File: src/rtl/uart_pkg.sv
// Shared UART definitions: FSM state encoding, bit-period arithmetic and frame lengths.
package uart_pkg;

  typedef enum logic [2:0] {
    StIdle   = 3'd0,
    StStart  = 3'd1,
    StData   = 3'd2,
    StParity = 3'd3,
    StStop   = 3'd4
  } uart_state_e;

  localparam int unsigned FrameBitsNoParity = 10;
  localparam int unsigned FrameBitsParity   = 11;

  // Clock cycles per bit, truncated toward zero.
  function automatic int unsigned uart_rate(input int unsigned clock_rate,
                                            input int unsigned baud_rate);
    return clock_rate / baud_rate;
  endfunction

endpackage

File: src/rtl/uart_baud_gen.sv
// Bit-period divider: counts 0..RATE-1 and pulses tick on the last count.
module uart_baud_gen #(
  parameter int unsigned RATE = 868
) (
  input  logic clk,
  input  logic rst,
  input  logic clear,
  output logic tick
);

  localparam int unsigned CntW = $clog2(RATE) + 1;
  localparam logic [CntW-1:0] CntLast = CntW'(RATE - 1);

  logic [CntW-1:0] cnt_q, cnt_d;

  assign tick = (cnt_q == CntLast);

  // Clearing on accept phase-aligns every bit boundary to the accept edge.
  always_comb begin
    cnt_d = cnt_q + CntW'(1);
    if (clear || tick) begin
      cnt_d = '0;
    end
  end

  always_ff @(posedge clk) begin
    if (!rst) begin
      cnt_q <= '0;
    end else begin
      cnt_q <= cnt_d;
    end
  end

endmodule

File: src/rtl/uart_tx.sv
// 8N1 UART transmitter with valid/ready byte input.
// Define UART_TX_PARITY_EN to compile in the optional even-parity bit.
module uart_tx
  import uart_pkg::*;
#(
  parameter int unsigned CLOCK_RATE = 100000000,
  parameter int unsigned BAUD_RATE  = 115200,
  parameter int unsigned PARITY     = 1
) (
  input  logic       clk,
  input  logic       rst,
  input  logic       valid,
  input  logic [7:0] data,
  output logic       ready,
  output logic       tx,
  output logic       busy
);

  localparam int unsigned Rate = uart_rate(CLOCK_RATE, BAUD_RATE);

`ifdef UART_TX_PARITY_EN
  localparam bit ParityOn = (PARITY != 0);
  logic parity_q, parity_d;
`else
  localparam bit unused_parity = (PARITY != 0);
`endif

  uart_state_e state_q, state_d;
  logic [7:0]  shift_q, shift_d;
  logic [2:0]  idx_q, idx_d;
  logic        tx_q, tx_d;
  logic        busy_q, busy_d;
  logic        accept;
  logic        tick;

  assign ready  = (state_q == StIdle);
  assign accept = valid && ready;
  assign tx     = tx_q;
  assign busy   = busy_q;

  uart_baud_gen #(
    .RATE (Rate)
  ) u_baud_gen (
    .clk   (clk),
    .rst   (rst),
    .clear (accept),
    .tick  (tick)
  );

  // tx is registered from the current state, so the line lags the state by one cycle.
  always_comb begin
    state_d = state_q;
    shift_d = shift_q;
    idx_d   = idx_q;
    tx_d    = 1'b1;
    busy_d  = (state_q != StIdle);
`ifdef UART_TX_PARITY_EN
    parity_d = parity_q;
`endif
    case (state_q)
      StIdle: begin
        if (accept) begin
          shift_d = data;
          idx_d   = '0;
          state_d = StStart;
`ifdef UART_TX_PARITY_EN
          parity_d = ^data;
`endif
        end
      end
      StStart: begin
        tx_d = 1'b0;
        if (tick) begin
          idx_d   = '0;
          state_d = StData;
        end
      end
      StData: begin
        tx_d = shift_q[0];
        if (tick) begin
          shift_d = {1'b0, shift_q[7:1]};
          idx_d   = idx_q + 3'd1;
          if (idx_q == 3'd7) begin
`ifdef UART_TX_PARITY_EN
            state_d = ParityOn ? StParity : StStop;
`else
            state_d = StStop;
`endif
          end
        end
      end
`ifdef UART_TX_PARITY_EN
      StParity: begin
        tx_d = parity_q;
        if (tick) begin
          state_d = StStop;
        end
      end
`endif
      StStop: begin
        if (tick) begin
          state_d = StIdle;
        end
      end
      default: begin
        state_d = StIdle;
      end
    endcase
  end

  always_ff @(posedge clk) begin
    if (!rst) begin
      state_q <= StIdle;
      shift_q <= '0;
      idx_q   <= '0;
      tx_q    <= 1'b1;
      busy_q  <= 1'b0;
    end else begin
      state_q <= state_d;
      shift_q <= shift_d;
      idx_q   <= idx_d;
      tx_q    <= tx_d;
      busy_q  <= busy_d;
    end
  end

`ifdef UART_TX_PARITY_EN
  always_ff @(posedge clk) begin
    if (!rst) begin
      parity_q <= 1'b0;
    end else begin
      parity_q <= parity_d;
    end
  end
`endif

endmodule

File: config.mk
export PLATFORM = sky130hd
export DESIGN_NAME = uart_tx
export DESIGN_NICKNAME = d
export VERILOG_FILES = /design/src/rtl/uart_pkg.sv /design/src/rtl/uart_baud_gen.sv /design/src/rtl/uart_tx.sv
export SDC_FILE = /design/constraint.sdc
export NUM_CORES = 1
export LEC_CHECK = 0
export CAP_MARGIN = 20
export CORE_MARGIN = 1.5
export CORE_UTILIZATION = 40
export CTS_BUF_LIST = sky130_fd_sc_hd__clkbuf_8
export CTS_CLUSTER_SIZE = 25
export DETAILED_ROUTE_END_ITERATION = 7
export HOLD_SLACK_MARGIN = 0.06
export PLACE_DENSITY = 0.71
export SYNTH_ARGS = -nofsm -noshare
export SYNTH_HDL_FRONTEND = slang
export SYNTH_SLANG_ARGS = --single-unit
File: constraint.sdc
create_clock -name clk -period 2.03 [get_ports clk]
set_clock_uncertainty 0.15 [all_clocks]
set_input_delay 0.406 -clock clk [delete_from_list [all_inputs] [get_ports clk]]
set_output_delay 0.406 -clock clk [all_outputs]
set_load 0.05 [all_outputs]
* Word level (Yosys, flattened, before mapping)
Cells that the tools add are included.
** Cells by class
- Add/sub/neg operators :: 2
- $mul :: 0
- Div/mod/pow operators :: 0
- Magnitude comparators :: 0
- Equal/unequal tests :: 10
- Shift operators :: 0
- Mux-type cells :: 13
- Bitwise logic cells :: 1
- Reduce and logical (&&, ||, !) cells :: 10
** Operators with widths (number)
- two-way mux 3 bit :: 7
- two-way mux 8 bit :: 2
- case mux 8 bit (2 select lines) :: 1
- case mux 3 bit (4 select lines) :: 1
- adder 11 x 1 -> 11 bit, second input constant :: 1
- == test 11 x 10 -> 1 bit, second input constant :: 1
- case mux 3 bit (3 select lines) :: 1
- inequality test 2 x 1 -> 1 bit, second input constant :: 4
- == test 3 bit, second input constant :: 2
- nonzero test 3 bit :: 2
- AND reduction 5 bit :: 1
- AND reduction 4 bit :: 1
- adder 3 x 1 -> 3 bit, second input constant :: 1
- == test 3 x 1 -> 1 bit, second input constant :: 1
- == test 3 x 2 -> 1 bit, second input constant :: 1
- zero test 3 bit :: 1
- AND reduction 3 bit :: 1
- inequality test 2 bit, second input constant :: 1
- case mux 1 bit (2 select lines) :: 1
- nonzero test 2 bit :: 1
- OR reduction 2 bit :: 1
- logical AND 1 bit :: 1
- logical OR 1 bit :: 1
- NOT 1 bit :: 1
** Storage, ports and cells
- Register bits after elaboration :: 27
- Latch bits :: 0
- Bits in writable memories :: 0
- ROM bits :: 0
- Output and inout bits :: 3
- Word-level logic and storage cells :: 42
- Memories kept :: 0

* Depth between registers and ports, before layout
Gate-level depths: netlist of the first run.
- Depth in word-level cells :: 4
- Mapped depth :: 6
- Gate-level depth less buffers :: 5

* Hierarchy
A second synthesis of the first run with hierarchy kept.
** Unflattened totals
- Cells, all modules :: 145
- Area, all modules :: 1351.3 µm²
** By module, submodules not included
- uart_tx :: times used 1, cells an instance 87, area each 858.3 µm², seq. area each 320.3 µm²
- uart_baud_gen :: times used 1, cells an instance 58, area each 493.0 µm², seq. area each 220.2 µm²

* Worst setup path after synthesis of the first run
No wires, ideal clock.
- Path kind :: flip-flop to flip-flop
- Start point :: reg state_q[2]
- End point :: reg shift_q[7]
- Library setup time :: 0.116 ns
- Arrival :: 1.959 ns
- Slack :: -0.194 ns
- Cell stages (with the launch flop) :: 6
- Clock period less this slack :: 2.224 ns
- Cell sequence :: dfxtp_1 > buf_2 > nor3_2 > nand2_1 > mux2_2 > and3_1
** Between the ends
- Longest elaborated chain between the ends :: 4
- Elaborated cells between the ends (all ways) :: 8
- Those cells by class :: eq/ne (3); mux (1); reduce/logical (4)
** Ends and longest elaborated chain
- start, declared :: RTL line uart_tx.sv:28 : uart_state_e state_q, state_d;
- start signal, assigned :: RTL line uart_tx.sv:113 : state_q <= StIdle;
- start signal, assigned :: RTL line uart_tx.sv:119 : state_q <= state_d;
- zero test 3 bit * :: RTL line uart_tx.sv:36 : assign ready = (state_q == StIdle);
- net ready :: RTL line uart_tx.sv:14 : output logic ready,
- logical AND 1 bit :: RTL line uart_tx.sv:37 : assign accept = valid && ready;
- inequality test 2 x 1 -> 1 bit (no source line)
- AND reduction 3 bit (no source line)
- end signal, assigned :: RTL line uart_tx.sv:120 : shift_q <= shift_d;
- end, declared :: RTL line uart_tx.sv:29 : logic [7:0] shift_q, shift_d;
Mark *: on every way through the listed nets, which the timed path passes. The rest lies on a longest branch.
A chain may end at the register's enable or synchronous reset.

* Final worst setup path of the first run
- Start point :: reg u_baud_gen.cnt_q[0]
- End point :: reg idx_q[1]
** Between the ends
- Longest elaborated chain between the ends :: 3
- Elaborated cells between the ends (all ways) :: 4
- Those cells by class :: eq/ne (3); reduce/logical (1)
** Ends and longest elaborated chain
- start, declared :: RTL line uart_baud_gen.sv:14 : logic [CntW-1:0] cnt_q, cnt_d;
- start signal, assigned :: RTL line uart_baud_gen.sv:30 : cnt_q <= cnt_d;
- == test 11 x 10 -> 1 bit * :: RTL line uart_baud_gen.sv:16 : assign tick = (cnt_q == CntLast);
- inequality test 2 x 1 -> 1 bit (no source line)
- AND reduction 4 bit (no source line) *
- end signal, assigned :: RTL line uart_tx.sv:121 : idx_q <= idx_d;
- end, declared :: RTL line uart_tx.sv:30 : logic [2:0] idx_q, idx_d;
Every way passes the cells marked *; elsewhere a longest branch is shown, timed or not.

==> impl_metrics.tcl, run 1 <==
set metrics [dict create \
    initial_core_util_pct 42.6 \
    worstPathCellList "ha_1 -> nor4b_4 -> nand4_4 -> o31a_1 -> mux2i_1" \
    regArea_um2 541 \
    powerDensity_nw_per_um2 622 \
    reg2regPathDepth 5 \
    worstMarginPinSlew_ns 0.491 \
    clk_latency_ns 0.26 \
    die_h_um 60.2 \
    holdBufCountCts 0 \
    fin_crit_ns 1.93 \
    slowest_delay_ns 0.39 \
    dpl_cell_area_um2 1510 \
    synth_seq_cells 27 \
    grt_pass1_wl_mm 3.88 \
    internal-power_mw 0.747 \
    grt-ovfl-total 0 \
    first_global_vias 937 \
    tns_ns 0 \
    drtIter0Drc 15 \
    crit_family "simple AND/OR/NAND/NOR gates" \
    finalPower_mw 0.974 \
    multiInputGateArea_um2 742 \
    slew_headroom_pct 67.1 \
    avgSynthCellArea_um2 9.70 \
    setup_viol 0 \
    worstSetupPathType "register to register" \
    p_comb_share_pct 12.5 \
    rows 20 \
    layout_common_cells "dfxtp_1 (27), nand2_1 (24), nor2_1 (12), clkdlybuf4s50_1 (12), mux2i_1 (10)" \
    port_buffers 13 \
    final_common_cell "dfxtp_1" \
    grt_antenna_before_repair 0 \
    crit_path_top_delay_cell "dfxtp_1" \
    ys.warnings.count 0 \
    fp.coreArea_um2 3080 \
    syn_area_um2 1310 \
    die-area_um2 3630 \
    fill_cells 294 \
    place_hpwl_mm 1.71 \
    timing.final.ws_setup_ns 0.100 \
    clk_pin_slew_ns 0.09 \
    grt_start_max_net_pins 23 \
    p_seq_share_pct 57.6 \
    route.vias.total 948 \
    gp_congestion 0.795 \
    cp.required_ns 2.03 \
    cts.sinks 27 \
    areaGrowthSynthToFinish_pct 19.7 \
    cts.path.max_buffers 2 \
    fin_nets 166 \
    crit_arrival_ns 1.93 \
    totalWireLength_mm 2.30 \
    synthesis.nets 149 \
    drv_cap 0 \
    cp_max_fo 5 \
    timing.fmax_mhz 518 \
    cts_root_buffer "clkbuf_8" \
    cts_tree "yes" \
    power.share.clock_pct 29.9 \
    grt_usage_pct 14.1 \
    switching_share_pct 23.3 \
    irDropWorstVdd_v 0.000304 \
    p_sw_mw 0.228 \
    cts-resized-gates 0 \
    hold_viol_final 0 \
    postSynthCellCount 135 \
    period_share_pct 95.1 \
    ys_types 32 \
    seq_area_frac_synth_pct 41.3 \
    worstHoldPathType "register to register" \
    dp_slack_ns 0.0886 \
    ant_nets 0 \
    first_pass_iters 4 \
    rsz0062_at_grt "false" \
    crit_buf_inv 0 \
    outcome "finished clean" \
    antenna_cells 0 \
    drive_gt1_share_pct 15.9 \
    end_kind "register" \
    cts_made_buffers 3 \
    drt-vias-per-instance 4.86 \
    cp.depth 5 \
    post_drt_wl_per_cell_um 11.8 \
    htree_levels 1 \
    slew_violations 0 \
    hold_ws_ns 0.309 \
    design_area_um2 1570 \
    power.leakage_nw 0.609 \
    worstSetupStartpointType "register" \
    drc 0 \
    pin_count 14 \
    hold_path_depth 2 \
    die_w_um 60.2 \
]
[worst register-to-register path, cell delays in order (launching register included)]
cell and delay, ns:
dfxtp_1 0.39, ha_1 0.27, nor4b_4 0.30, nand4_4 0.19
o31a_1 0.38, mux2i_1 0.14
[logic make-up after synthesis]
kind of cell | count (synthesis) | share of synthesized area (%)
buffers and inverters | 8 | 2.58
AOI/OAI and AO/OA | 6 | 4.01
and+or+nand+nor | 63 | 28.1
muxes | 18 | 14.5
adders and majority gates | 3 | 2.87
DFF | 27 | 41.3
xor gates and xnor gates | 10 | 6.69
[power by group through the flow]
stage | clock network, mW | registers (mW) | logic [mW]
6_report | 0.291 | 0.561 | 0.122
5_1_grt | 0.320 | 0.564 | 0.132
4_1_cts | 0.303 | 0.561 | 0.119
3_5_place_dp | 0 | 0.574 | 0.117
3_3_place_gp | 0 | 0.573 | 0.114
2_1_floorplan | 0 | 0.575 | 0.0718
[sequential cells by signal (all words and copies together) (netlist names)]
name              count
idx_q                 3
u_baud_gen.cnt_q     11
busy                  1
shift_q               8
tx                    1
state_q               3
[repair_timing]
| item | 4_1_cts | 5_1_grt |
|---|---|---|
| endpoints found under the hold margin | 0 | 0 |
| endpoints found under the setup margin | 0 | 6 |
| setup buffers | 0 | 2 |
[metrics by stage]
stage / util [%] / instances
after floorplan: - / 135
after global placement: 49.0 / 189
after detailed placement: 49.0 / 189
after CTS: 50.4 / 193
after global routing: 50.9 / 195
final: 50.9 / 195
[synth_stat cells, drive strengths merged]
library cell   n  area (um2)
a21oi          1        5.00
and3           1        6.26
nor2          12        45.0
o31a           1        8.76
dfxtp         27         541
nor3b          3        33.8
nor4b          1        23.8
ha             3        37.5
nor3           1        10.0
mux2i         10         100
and4bb         1        12.5
nand3b         1        7.51
a21boi         1        7.51
clkbuf         3        11.3
xor2           8        70.1
nand2b         2        12.5
o21ai          2        21.3
nand4          3        33.8
nand4b         1        8.76
and4           4        35.0
inv            2        7.50
buf            3        15.0
mux2           8        90.1
nand3          6        30.0
a32o           1        10.0
xnor2          2        17.5
nand2         24        90.1
nor2b          3        18.8
[layout make-up]
| class | instances | share of cell area (%) |
|---|---|---|
| multi-input combinational | 100 | 47.3 |
| sequential | 27 | 34.5 |
| timing repair buffer | 18 | 11.3 |
| tap | 44 | 3.51 |
| clock buffer | 3 | 2.63 |
| inverter | 2 | 0.479 |
| clock inverter | 1 | 0.239 |
[metal layers]
layer	vias up	share of wire (%)	routed length [um]	track usage, %
met5	-	0	0	0
met4	0	1.4	33	4.76
met3	2	2.1	49	2.60
met2	11	50	1150	23.9
met1	441	46	1060	17.7
li1	494	-	-	-
[path summary, 6_finish.rpt]
| check | slack, ns | startpoint | to |
|---|---|---|---|
| setup / recovery | 0.10 | u_baud_gen.cnt_q[0] | idx_q[1] |
| hold / removal | 0.31 | shift_q[4] | shift_q[4] |
| setup reg to reg | 0.10 | u_baud_gen.cnt_q[0] | idx_q[1] |
| hold reg to reg | 0.31 | shift_q[4] | shift_q[4] |
Note: power is estimated with default switching activity, not from simulation.
==> inputs of run 2 (changes only) <==
==> constraint.sdc (replaced) <==
create_clock -name clk -period 2.03 [get_ports clk]
set_clock_uncertainty 0.15 [all_clocks]
set_input_delay 0.406 -clock clk [delete_from_list [all_inputs] [get_ports clk]]
set_output_delay 0.406 -clock clk [all_outputs]
set_load 0.01 [all_outputs]
==> run 2 against run 1 <==
Against the previous run: first-iteration DRC count up 40%; design area fell by 2.6%; critical endpoint is now shift_q[1]; highest routed layer unchanged; global-route usage grew 0.69 points; routed wire length rose by 4.5%.
==> impl_metrics.tcl, run 2 (synthesized netlist as in run 1, its figures left out) <==
set metrics [dict create \
    cts.path.max_buffers 2 \
    post_drt_wl_per_cell_um 12.5 \
    totalWireLength_mm 2.40 \
    drv_cap 0 \
    fin_crit_ns 1.92 \
    clk_latency_ns 0.27 \
    fin_nets 163 \
    areaGrowthSynthToFinish_pct 16.6 \
    end_kind "register" \
    clk_pin_slew_ns 0.09 \
    cp_max_fo 7 \
    power.leakage_nw 0.584 \
    powerDensity_nw_per_um2 630 \
    cts_root_buffer "clkbuf_8" \
    setup_viol 0 \
    switching_share_pct 23.0 \
    place_hpwl_mm 1.78 \
    rows 20 \
    grt_pass1_wl_mm 3.95 \
    die_w_um 60.2 \
    die_h_um 60.2 \
    use_met2_pct 24.8 \
    fill_cells 290 \
    p_sw_mw 0.221 \
    worstSetupPathType "register to register" \
    antenna_cells 0 \
    top_register "u_baud_gen.cnt_q" \
    first_global_vias 915 \
    route.vias.total 953 \
    dp_slack_ns 0.0601 \
    die-area_um2 3630 \
    grt_start_max_net_pins 23 \
    holdBufCountCts 0 \
    drive_gt1_share_pct 13.5 \
    period_share_pct 94.6 \
    internal-power_mw 0.741 \
    worstSetupStartpointType "register" \
    grt_use_met3_pct 3.46 \
    outcome "finished clean" \
    initial_core_util_pct 42.6 \
    cp.required_ns 2.08 \
    drt-vias-per-instance 4.96 \
    crit_arrival_ns 1.97 \
    cts_tree "yes" \
    pin_count 14 \
    first_pass_iters 4 \
    worstMarginPinSlew_ns 0.496 \
    layout_common_cells "dfxtp_1 (27), nand2_1 (24), nor2_1 (12), clkdlybuf4s50_1 (12), mux2i_1 (10)" \
    largest_reg_flops 11 \
    grt_use_met1_pct 17.7 \
    power.share.clock_pct 31.1 \
    rsz0062_at_grt "true" \
    p_comb_share_pct 10.6 \
    irDropWorstVdd_v 0.000339 \
    grt.busiest_layer "met2" \
    p_seq_share_pct 58.3 \
    cts_made_buffers 3 \
    timing.fmax_mhz 521 \
    timing.final.ws_setup_ns 0.110 \
    drc 0 \
    final_common_cell "dfxtp_1" \
    post-route-util_pct 49.6 \
    port_buffers 13 \
    hold_viol_final 0 \
    worstHoldPathType "register to register" \
    slew_headroom_pct 66.8 \
    ant_nets 0 \
    gp_congestion 0.766 \
    grt_usage_pct 14.8 \
    grt_antenna_before_repair 0 \
    grt-ovfl-total 0 \
    drtIter0Drc 21 \
    htree_levels 1 \
    reg_top3 "u_baud_gen.cnt_q x11, shift_q x8" \
    fp.coreArea_um2 3080 \
    slew_violations 0 \
    cts.sinks 27 \
]
run 2: changes by cell type in the layout (fill, tap and decap cells not counted):
cell	before	now
buf_4	5	2
buf_12	1	0
dlygate4sd2_1	0	1
nor3_2	0	1
nor3_4	1	0
run 2: area by class of cell:
class,instances,area (um2),share of cell area [%]
multi-input cells,100,736,48.2
clock inverters,1,3.75,0.246
flip-flops and latches,27,541,35.4
clock buffers,3,41.3,2.70
well taps,44,55.1,3.60
repair buffers,15,144,9.42
inverters,2,7.51,0.491
run 2: worst paths after layout:
check | slack, ns | start | depth (start not counted) | endpoint
max | 0.11 | u_baud_gen.cnt_q[0] | 5 | shift_q[1]
min | 0.31 | shift_q[3] | 2 | shift_q[3]
max reg2reg | 0.11 | u_baud_gen.cnt_q[0] | 5 | shift_q[1]
min reg2reg | 0.31 | shift_q[3] | 2 | shift_q[3]
run 2: critical path: stages, from the launching register on:
cell and delay [ns]:
dfxtp_1 0.38, ha_1 0.26, nor4b_4 0.31, nand4_4 0.19, o21ai_4 0.33, mux2i_1 0.24
run 2: per-layer routing:
layer  vias up  wire length, um  part of all wire (%)
met5         -                0                     0
met3         4               72                   3.0
met2        15             1190                    49
met1       447             1090                    45
li1        487                -                     -
met4         0               49                   2.0
run 2: repair_timing:
action | CTS | global route
pin swaps | 1 | 1
endpoints found under the setup margin | 1 | 7
buffers inserted | 1 | 0
resized for setup | 1 | 0
run 2: power by group through the flow:
stage	logic, mW	clock network [mW]	registers [mW]
floorplan	0.0653	0	0.568
global placement	0.0969	0	0.572
detailed placement	0.100	0	0.574
CTS	0.103	0.309	0.561
global route	0.111	0.327	0.564
finish	0.102	0.299	0.561
run 2: per-stage QoR:
step / instance area (um2) / power [mW] / cells / hold slack [ns] / setup TNS [ns]
4_1_cts: 1530 / 0.973 / 192 / 0.312 / 0
3_3_place_gp: 1480 / 0.669 / 187 / 0.289 / 0
6_report: 1530 / 0.962 / 192 / 0.307 / 0
2_1_floorplan: 1310 / 0.633 / 135 / 0.276 / 0
3_5_place_dp: 1480 / 0.674 / 187 / 0.296 / 0
5_1_grt: 1530 / 1.00 / 192 / 0.330 / -0.000671
==> inputs of run 3 (changes only) <==
==> constraint.sdc (replaced) <==
create_clock -name clk -period 2.2 [get_ports clk]
set_clock_uncertainty 0.15 [all_clocks]
set_input_delay 0.44 -clock clk [delete_from_list [all_inputs] [get_ports clk]]
set_output_delay 0.44 -clock clk [all_outputs]
set_load 0.01 [all_outputs]
==> run 3 against run 2 <==
Against the previous run: worst setup slack worse by 0.047 ns; highest routed layer unchanged; cell count down 0.52%; hold slack better by 0.0023 ns; die area unchanged; first-iteration DRC count up 100%; flip-flop and latch count unchanged; routed wire length down 2.6%; non-clock buffer count down 1; sequential share of layout area unchanged.
==> impl_metrics.tcl, run 3 (synthesized netlist as in run 1, its figures left out) <==
set metrics [dict create \
    outcome "finished clean" \
    die_w_um 60.2 \
    worstPathCellList "nor3_4 -> clkdlybuf4s50_1" \
    worstSetupStartpointType "register" \
    power.leakage_nw 0.583 \
    first_global_vias 909 \
    end_kind "output pin" \
    slew_headroom_pct 67.9 \
    cts.path.max_buffers 2 \
    setup_viol 0 \
    postCtsSetupRepairBufs 0 \
    min_to "shift_q[1]" \
    cp.required_ns 1.61 \
    grt_usage_pct 14.4 \
    hold_path_depth 2 \
    crit_arrival_ns 1.55 \
    instances_no_fill 191 \
    grt_pass1_wl_mm 3.87 \
    pin_count 14 \
    timing.rr.start "u_baud_gen.cnt_q[0]" \
    wl_met2_mm 1.16 \
    irDropWorstVdd_v 0.000366 \
    cp_max_fo 8 \
    post-route-util_pct 49.6 \
    rsz0062_at_grt "false" \
    ant_nets 0 \
    clk_latency_ns 0.27 \
    die-area_um2 3630 \
    fin_crit_ns 2.14 \
    timing.rr.end "shift_q[6]" \
    areaGrowthSynthToFinish_pct 16.6 \
    gp_congestion 0.820 \
    min-delay-start "shift_q[1]" \
    top_register "u_baud_gen.cnt_q" \
    dr_wl_met3_um 52 \
    place_hpwl_mm 1.71 \
    fp.coreArea_um2 3080 \
    htree_levels 1 \
    totalWireLength_mm 2.34 \
    cts.sinks 27 \
    design_area_um2 1530 \
    timing.fmax_mhz 468 \
    slew_violations 0 \
    route.vias.total 962 \
    drv_cap 0 \
    drt-vias-per-instance 5.04 \
    period_share_pct 97.1 \
    dpl_cell_area_um2 1480 \
    reg2regPathDepth 5 \
    tns_ns 0 \
    routedLengthMet1_mm 1.08 \
    hold_viol_final 0 \
    port_buffers 13 \
    worstSetupPathType "register to output pin" \
    rrSetupSlack_ns 0.24 \
    crit_path_top_delay_cell "clkdlybuf4s50_1" \
    cts_made_buffers 3 \
    rows 20 \
    slowest_delay_ns 0.57 \
    top_layer "met4" \
    powerDensity_nw_per_um2 580 \
    cts_tree "yes" \
    drc 0 \
    place_inst 187 \
    reg_top3 "u_baud_gen.cnt_q x11, shift_q x8" \
    grt_start_max_net_pins 23 \
    clk_pin_slew_ns 0.09 \
    antenna_cells 0 \
    post_drt_wl_per_cell_um 12.2 \
    drive_gt1_share_pct 12.9 \
    hold_ws_ns 0.310 \
    layout_common_cells "dfxtp_1 (27), nand2_1 (24), clkdlybuf4s50_1 (13)" \
    largest_reg_flops 11 \
    initial_core_util_pct 42.6 \
    first_pass_iters 4 \
    final_common_cell "dfxtp_1" \
    grt-ovfl-total 0 \
    worstMarginPinSlew_ns 0.481 \
    drtIter0Drc 43 \
    fin_nets 162 \
    cts_root_buffer "clkbuf_8" \
    grt_antenna_before_repair 0 \
    worstHoldPathType "register to register" \
    die_h_um 60.2 \
    critPathLaunch "state_q[2]" \
]
-- run 3: cell count changes in the layout (fill, tap and decap cells not counted) --
cell	previous run	this run
buf_4	2	1
clkdlybuf4s50_1	12	13
dlygate4sd2_1	1	0
nor3_2	1	0
nor3_4	0	1
-- run 3: what timing repair did --
action | in CTS | in global routing
resized for setup | 0 | 1
hold buffers | 0 | 0
endpoints found under the setup margin | 0 | 1
hold endpoints to repair | 0 | 0
-- run 3: stage by stage --
step,power (mW),setup WS [ns]
after floorplan,0.584,0.478
after global placement,0.617,0.325
after detailed placement,0.621,0.233
after CTS,0.891,0.0265
after global routing,0.922,0.0148
final,0.886,0.0634
-- run 3: report_power, final --
part           switching [mW]  total, mW  internal [mW]
combinational          0.0405     0.0926         0.0522
clock                   0.150      0.275          0.125
sequential             0.0123      0.518          0.506
-- run 3: worst max-delay path by stage --
stage                               end  slack [ns]
finish                            ready        0.06
floorplan                      idx_q[0]        0.48
CTS                               ready        0.03
detailed placement  u_baud_gen.cnt_q[7]        0.23
global placement               idx_q[0]        0.32
global route                      ready        0.01
-- run 3: critical path, delay by kind of cell (launching register included) --
family / cells / cell delay, ns
and+or+nand+nor: 1 / 0.27
buffers and inverters: 1 / 0.57
DFF: 1 / 0.43
-- run 3: cell type report --
class	count	area (um2)
Fill cell	292	1550
Clock buffer	3	41.3
Clock inverter	1	3.75
Tap cell	44	55.1
Inverter	2	7.51
Multi-Input combinational cell	100	742
Timing Repair Buffer	14	138
Sequential cell	27	541
-- run 3: per-layer routing --
layer | global-route usage, % | vias to the layer above
li1 | - | 488
met3 | 3.46 | 4
met5 | 0 | -
met1 | 17.6 | 458
met2 | 23.1 | 12
met4 | 7.62 | 0
==> variant, RTL diff (flow settings as in run 1) <==
Add a define of `UART_TX_PARITY_EN`.
--- a/src/rtl/uart_tx.sv
+++ b/src/rtl/uart_tx.sv
@@ -1,4 +1,6 @@
 // 8N1 UART transmitter with valid/ready byte input.
 // Define UART_TX_PARITY_EN to compile in the optional even-parity bit.
+`define UART_TX_PARITY_EN
+
 module uart_tx
   import uart_pkg::*;
Behaviour: same outputs for any inputs over 10 cycles, from zero or initial values and one cycle with rst low; that may be too few to reach the edited logic, so the function may still have changed.
==> variant against run 1 <==
- maximum frequency rose by 0.19%
- total power is 3.4% higher
- sequential cell count is 1 higher
- utilization shrank 2.9 points
- critical path depth shrank 4
- hold slack gained 0.014 ns
- wire length rose by 14%
- cell area grew 2.2%
- setup slack improved by 0.0036 ns
- largest cell class unchanged
- cell count grew 6.2%
- first-iteration DRC count rose to 4.2 times the old value
- largest power group unchanged
- synthesized cell count up 11%
- synthesized area rose by 5.7%
==> variant: results (changes against run 1) <==
INFO  metric grt_resource_usage_total = 15.78% (was 14.06%)
INFO  metric power_leakage = 0.5367 nW (was 0.6094 nW)
INFO  metric largest_net_degree_at_the_start_of_global_routing = 15 (was 23)
INFO  metric biggest_cell_delay_along_the_critical_path = 0.79 ns (was 0.39 ns)
INFO  metric grt_first_pass_wirelength = 4.512 mm (was 3.877 mm)
INFO  metric maxClockFrequency = 0.5191 GHz (was 0.5181 GHz)
INFO  metric syn_area_per_cell = 9.234 sq um (was 9.704 sq um)
INFO  metric postSynthNetCount = 164 (was 149)
INFO  metric placedInstanceArea = 1554 sq um (was 1508 sq um)
INFO  metric post_drt_wl_per_cell = 12.62 um (was 11.77 um)
INFO  metric first_global_vias = 1052 (was 937)
INFO  metric dp_worst_setup_slack = 0.06567 ns (was 0.08856 ns)
INFO  metric worst-slew-pin-transition = 0.4884 ns (was 0.4914 ns)
INFO  metric placed_cells = 204 (was 189)
INFO  metric finalPower = 1.007 mW (was 0.9744 mW)
INFO  metric outcome = finished clean (unchanged)
INFO  metric dr.first_iter.drc_count = 63 (was 15)
INFO  metric critical-path-top-delay-family = buffers and inverters (was simple AND/OR/NAND/NOR gates)
INFO  metric hold-worst-slack = 0.3224 ns (was 0.3086 ns)
INFO  metric fin_nets = 177 (was 166)
INFO  metric dp_hpwl = 1.966 mm (was 1.707 mm)
INFO  metric clk-power = 0.287 mW (was 0.291 mW)
INFO  metric yosysSeqAreaShare = 40.47% (was 41.26%)
INFO  metric gpl.final_weighted_congestion = 0.8454 (was 0.7954)
INFO  metric critPathMaxFanout = 1 (was 5)
INFO  metric yosysUniqueCellTypes = 35 (was 32)
INFO  metric vias_per_cell = 5.411 (was 4.862)
==> variant: cells by family after synthesis <==
family	count (synthesis)	share of synthesized area, %
DFF	28	40.47
and+or+nand+nor	54	22.68
AOI/OAI and AO/OA	28	12.83
xor gates and xnor gates	18	11.38
adders and majority gates	3	2.710
buffers and inverters	12	4.877
muxes	7	5.059
==> variant: area by class of cell <==
cell class | count | area [sq um]
multi-input cells | 110 | 768.2
flip-flops and latches | 28 | 560.5
inverters | 5 | 18.77
fillers | 313 | 1735
clock buffers | 3 | 41.29
well taps | 46 | 57.56
repair buffers | 15 | 155.1
==> variant: worst paths after layout <==
check	from	cells past startpoint	to
setup / recovery	tx	1	tx
hold / removal	shift_q[7]	2	shift_q[7]
setup reg to reg	u_baud_gen.cnt_q[0]	5	idx_q[0]
hold reg to reg	shift_q[7]	2	shift_q[7]
==> variant: routing by layer <==
metal,up-vias,part of all wire [%],global-route usage (%)
met5,-,0,0
li1,547,-,-
met3,7,3.1,3.313
met2,27,49,27.37
met4,0,2.0,6.991
met1,539,45,18.71
